$ cat config.mk
export PLATFORM = sky130hd
export DESIGN_NAME = nibble_serial_subtractor
export DESIGN_NICKNAME = d
export VERILOG_FILES = /design/src/rtl/nibble_serial_subtractor.sv
export SDC_FILE = /design/constraint.sdc
export NUM_CORES = 1
export LEC_CHECK = 0
export ABC_AREA = 1
export CAP_MARGIN = 40
export CORE_MARGIN = 5
export CORE_UTILIZATION = 47
export DETAILED_ROUTE_END_ITERATION = 8
export GPL_ROUTABILITY_DRIVEN = 1
export PLACE_DENSITY_LB_ADDON = 0.12
export RECOVER_POWER = 50
export SLEW_MARGIN = 10
export SYNTH_ARGS = -nofsm -noshare
export SYNTH_HDL_FRONTEND = slang
export SYNTH_SLANG_ARGS = --single-unit
$ cat constraint.sdc
create_clock -name clk -period 3.75 [get_ports clk]
set_clock_uncertainty 0.1 [all_clocks]
set_input_delay 0.75 -clock clk [delete_from_list [all_inputs] [get_ports clk]]
set_output_delay 0.75 -clock clk [all_outputs]
set_load 0.02 [all_outputs]
$ cat src/rtl/nibble_serial_subtractor.sv
// nibble_serial_subtractor: computes D = A - B - Bin over WIDTH bits, resolving
// one 4-bit digit per clock with a 4-bit generate/propagate lookahead on
// A + ~B + carry. The carry between digits is held in a register.
// Optional feature macro: NIBBLE_SUB_OVF_EN adds the signed overflow output ovf.
module nibble_serial_subtractor #(
   parameter int WIDTH = 16
) (
   input  logic             clk,
   input  logic             rst_n,
   input  logic             in_valid,
   output logic             in_ready,
   input  logic [WIDTH-1:0] A,
   input  logic [WIDTH-1:0] B,
   input  logic             Bin,
   output logic             out_valid,
   input  logic             out_ready,
   output logic [WIDTH-1:0] D,
`ifdef NIBBLE_SUB_OVF_EN
   output logic             ovf,
`endif
   output logic             Bout
);

   localparam int NIB   = WIDTH / 4;
   localparam int CNT_W = (NIB > 1) ? $clog2(NIB) : 1;

   localparam logic [1:0] IDLE = 2'd0;
   localparam logic [1:0] RUN  = 2'd1;
   localparam logic [1:0] DONE = 2'd2;

   logic [1:0]       state_q, state_d;
   logic [CNT_W-1:0] cnt_q, cnt_d;
   logic [WIDTH-1:0] a_q, a_d;
   logic [WIDTH-1:0] b_q, b_d;
   logic             c_q, c_d;
   logic [WIDTH-1:0] d_q, d_d;
   logic             bout_q, bout_d;

   logic [3:0] a_nib, nb_nib, g, p, sum;
   logic       c1, c2, c3, c4;

   // Digit lookahead: the operand registers shift right so the active digit
   // is always in bits [3:0]; borrow is formed as the inverted carry of A + ~B.
   always_comb begin
      a_nib  = a_q[3:0];
      nb_nib = ~b_q[3:0];
      g      = a_nib & nb_nib;
      p      = a_nib ^ nb_nib;
      c1     = g[0] | (p[0] & c_q);
      c2     = g[1] | (p[1] & g[0]) | (p[1] & p[0] & c_q);
      c3     = g[2] | (p[2] & g[1]) | (p[2] & p[1] & g[0]) | (p[2] & p[1] & p[0] & c_q);
      c4     = g[3] | (p[3] & g[2]) | (p[3] & p[2] & g[1]) | (p[3] & p[2] & p[1] & g[0])
             | (p[3] & p[2] & p[1] & p[0] & c_q);
      sum    = p ^ {c3, c2, c1, c_q};
   end

   // Next-state, counter, operand and result update logic.
   always_comb begin
      state_d = state_q;
      cnt_d   = cnt_q;
      a_d     = a_q;
      b_d     = b_q;
      c_d     = c_q;
      d_d     = d_q;
      bout_d  = bout_q;
      case (state_q)
         IDLE: begin
            if (in_valid) begin
               a_d     = A;
               b_d     = B;
               c_d     = ~Bin;
               cnt_d   = '0;
               state_d = RUN;
            end
         end
         RUN: begin
            for (int k = 0; k < NIB; k++) begin
               if (cnt_q == CNT_W'(k)) d_d[4*k +: 4] = sum;
            end
            a_d = a_q >> 4;
            b_d = b_q >> 4;
            c_d = c4;
            if (cnt_q == CNT_W'(NIB - 1)) begin
               cnt_d   = '0;
               bout_d  = ~c4;
               state_d = DONE;
            end else begin
               cnt_d = cnt_q + 1'b1;
            end
         end
         DONE: begin
            if (out_ready) state_d = IDLE;
         end
         default: state_d = IDLE;
      endcase
   end

   // Control and result registers with synchronous active-low reset.
   always_ff @(posedge clk) begin
      if (!rst_n) begin
         state_q <= IDLE;
         cnt_q   <= '0;
         c_q     <= 1'b0;
         d_q     <= '0;
         bout_q  <= 1'b0;
      end else begin
         state_q <= state_d;
         cnt_q   <= cnt_d;
         c_q     <= c_d;
         d_q     <= d_d;
         bout_q  <= bout_d;
      end
   end

   // Operand shift registers carry no reset; they are loaded on acceptance.
   always_ff @(posedge clk) begin
      a_q <= a_d;
      b_q <= b_d;
   end

`ifdef NIBBLE_SUB_OVF_EN
   logic ovf_q, ovf_d;

   // Signed overflow: carry into the MSB differs from carry out of the final digit.
   always_comb begin
      ovf_d = ovf_q;
      if (state_q == RUN && cnt_q == CNT_W'(NIB - 1)) ovf_d = c3 ^ c4;
   end

   // Overflow flag register, captured alongside Bout.
   always_ff @(posedge clk) begin
      if (!rst_n) ovf_q <= 1'b0;
      else        ovf_q <= ovf_d;
   end

   assign ovf = ovf_q;
`endif

   assign in_ready  = (state_q == IDLE);
   assign out_valid = (state_q == DONE);
   assign D         = d_q;
   assign Bout      = bout_q;

endmodule

==> out/results.ini <==
[setup_path]
start_kind = flip-flop
critPathArrivalTime_ns = 2.65
r2r_slack_ns = 1.21
critPathRequiredTime_ns = 3.86
cpPeakStageDelay_ns = 0.44
crit_type = reg -> reg
crit_fanout = 34
crit_slowest_cell = nor2_1
cp-end-kind = flip-flop
worstPathCellList = inv_1 -> nor2_1 -> buf_4 -> inv_1 -> nor2_4 -> inv_2 -> a21oi_1 -> nor2_1
critPathTopFamily = buffers and inverters
crit_buf_inv = 4

[power_and_ir_drop]
p_per_area_nw_per_um2 = 397
vdd_ir_drop_max_uv = 232
leakage_nw = 1.44
finalPower_w = 0.00126

[clock_network]
ctsResizeCount = 0
cts_tree = built
post_cts_buffers = 0
clock-root-buffer = clkbuf_8
h-tree-depth = 2
cts_buffers = 5
cts.clk_slew.worst_paths_ns = 0.10
cts.sinks = 54
hold_buffers = 0
clk_path_buf_depth = 2
clk_latency_ns = 0.31

[synthesis]
seq_area_frac_synth = 0.566
ys_types = 23
yosysTopAreaCellShare = 0.388
syn_area_um2 = 2480
yosys_warnings = 0
synth_top_cell_by_area = edfxtp_1
synthArstFlopShare = 0
avgSynthCellArea_um2 = 8.78
synthTopCellsByArea = edfxtp_1 (39%), dfxtp_1 (18%), nand2_1 (17%), inv_1 (5.0%), ha_1 (4.0%)
ys.flop_type = edfxtp_1
synthTopCellsByCount = nand2_1 (110), inv_1 (33), edfxtp_1 (32), dfxtp_1 (22), nor2_1 (18)
syn_inst = 282
syn-num-nets = 328
synth-edff-count = 32
yosysMostFrequentCell = nand2_1
synth-seq-cells = 54

[sta]
drv_slew = 0
hold_viol = 0
rsz0062_at_grt = false
setup_viol = 0
tightest_slew_ns = 0.721
min_period_ns = 2.54
fmax_mhz = 393
setup-tns-final_ns = 0
slew_headroom = 0.518
fin_crit_sh = 0.678
timing.final.ws_setup_ns = 1.21

[global_route]
grt_pass1_vias = 1793
grt_overflow = 0
antenna_found_initial = 0
grt.total_usage = 0.149
grt_max_degree = 35
grt_pass1_wl_mm = 7.65

[floorplan]
die_area_um2 = 6820
fp-row-count = 26
chipHeight_um = 82.6
ioPinCount = 56
initial_core_util = 0.485
die_w_um = 82.6
core_um2 = 5110

[layout]
drive_gt1_frac = 0.0499
final_area_um2 = 3180
syn2layout_area_growth_pct = 28.4
diodes = 0
fillerInstances = 455
final_nets = 386
final_core_util = 0.622

[hold_path]
min_path_type = reg -> reg

[place]
gp_congestion = 0.834
dpl.hpwl_mm = 3.50
port_buffers = 55
placedInstanceArea_um2 = 3090
pre_cts_slack_ns = 1.13

[detailed_routing]
drtIter0Drc = 56
vias_per_cell = 4.58
vias = 1881
first_pass_iters = 4
drtAntennaViolNets = 0
route.detailed.drc = 0
wirelength_mm = 4.57
post_drt_wl_per_cell_um = 11.1

[run]
drv_cap = 0

[outcome]
status = finished, final reports clean

routing by layer:
layer,routed length (um),track usage,up-vias
met5,0,0,-
met4,77,0.0588,0
met3,234,0.0336,7
met2,2230,0.256,37
met1,2030,0.181,834
li1,-,-,1003
tightest hold or removal path, stage by stage, from the launching register on:
cell and delay [ns]:
dfxtp_1 0.32, nand2_1 0.06, a21oi_1 0.05
cell type report:
cell class	count	area (um2)	share of cell area
multi-input cells	182	873	0.275
repair buffers	58	573	0.180
inverters	39	149	0.0468
clock inverters	3	26.3	0.00826
clock buffers	5	68.8	0.0216
well taps	70	87.6	0.0275
flip-flops and latches	54	1400	0.441
stage by stage:
step	hold slack (ns)	std cells
floorplan	0.374	282
detailed placement	0.358	403
global placement	0.354	403
finish	0.363	411
CTS	0.374	411
global route	0.393	411
power by group:
group | switching (W) | internal (W) | total (W)
registers | 0.0000171 | 0.000684 | 0.000701
clock network | 0.000198 | 0.000139 | 0.000337
logic | 0.000127 | 0.0000969 | 0.000224
flip-flops by register name, indices dropped and copies added, names as in the netlist:
signal / cells
D: 16
a_q: 16
b_q: 16
cnt_q: 2
state_q: 2
Bout: 1
c_q: 1
final timing paths:
kind	cells past startpoint	end	start
worst max register to register	8	Bout	state_q[0]
worst min-delay path	2	D[8]	D[8]
worst max-delay path	8	Bout	state_q[0]
worst min register to register	2	D[8]	D[8]
placed cells by master, fill, tap and decap left out, types with 8 or more instances in the layout:
| cell | count |
|---|---|
| a21oi_1 | 12 |
| clkdlybuf4s50_1 | 49 |
| dfxtp_1 | 22 |
| edfxtp_1 | 32 |
| ha_1 | 8 |
| inv_1 | 35 |
| nand2_1 | 110 |
| nand3_1 | 12 |
| nor2_1 | 19 |
| o21a_1 | 8 |
cell families after synthesis:
kind of cell               share of synthesized area
and+or+nand+nor                                0.242
adders and majority gates                     0.0485
AOI/OAI and AO/OA                             0.0616
DFF                                            0.566
xor gates and xnor gates                     0.00354
buffers and inverters                         0.0783
Power figures use the tool's default switching activity.
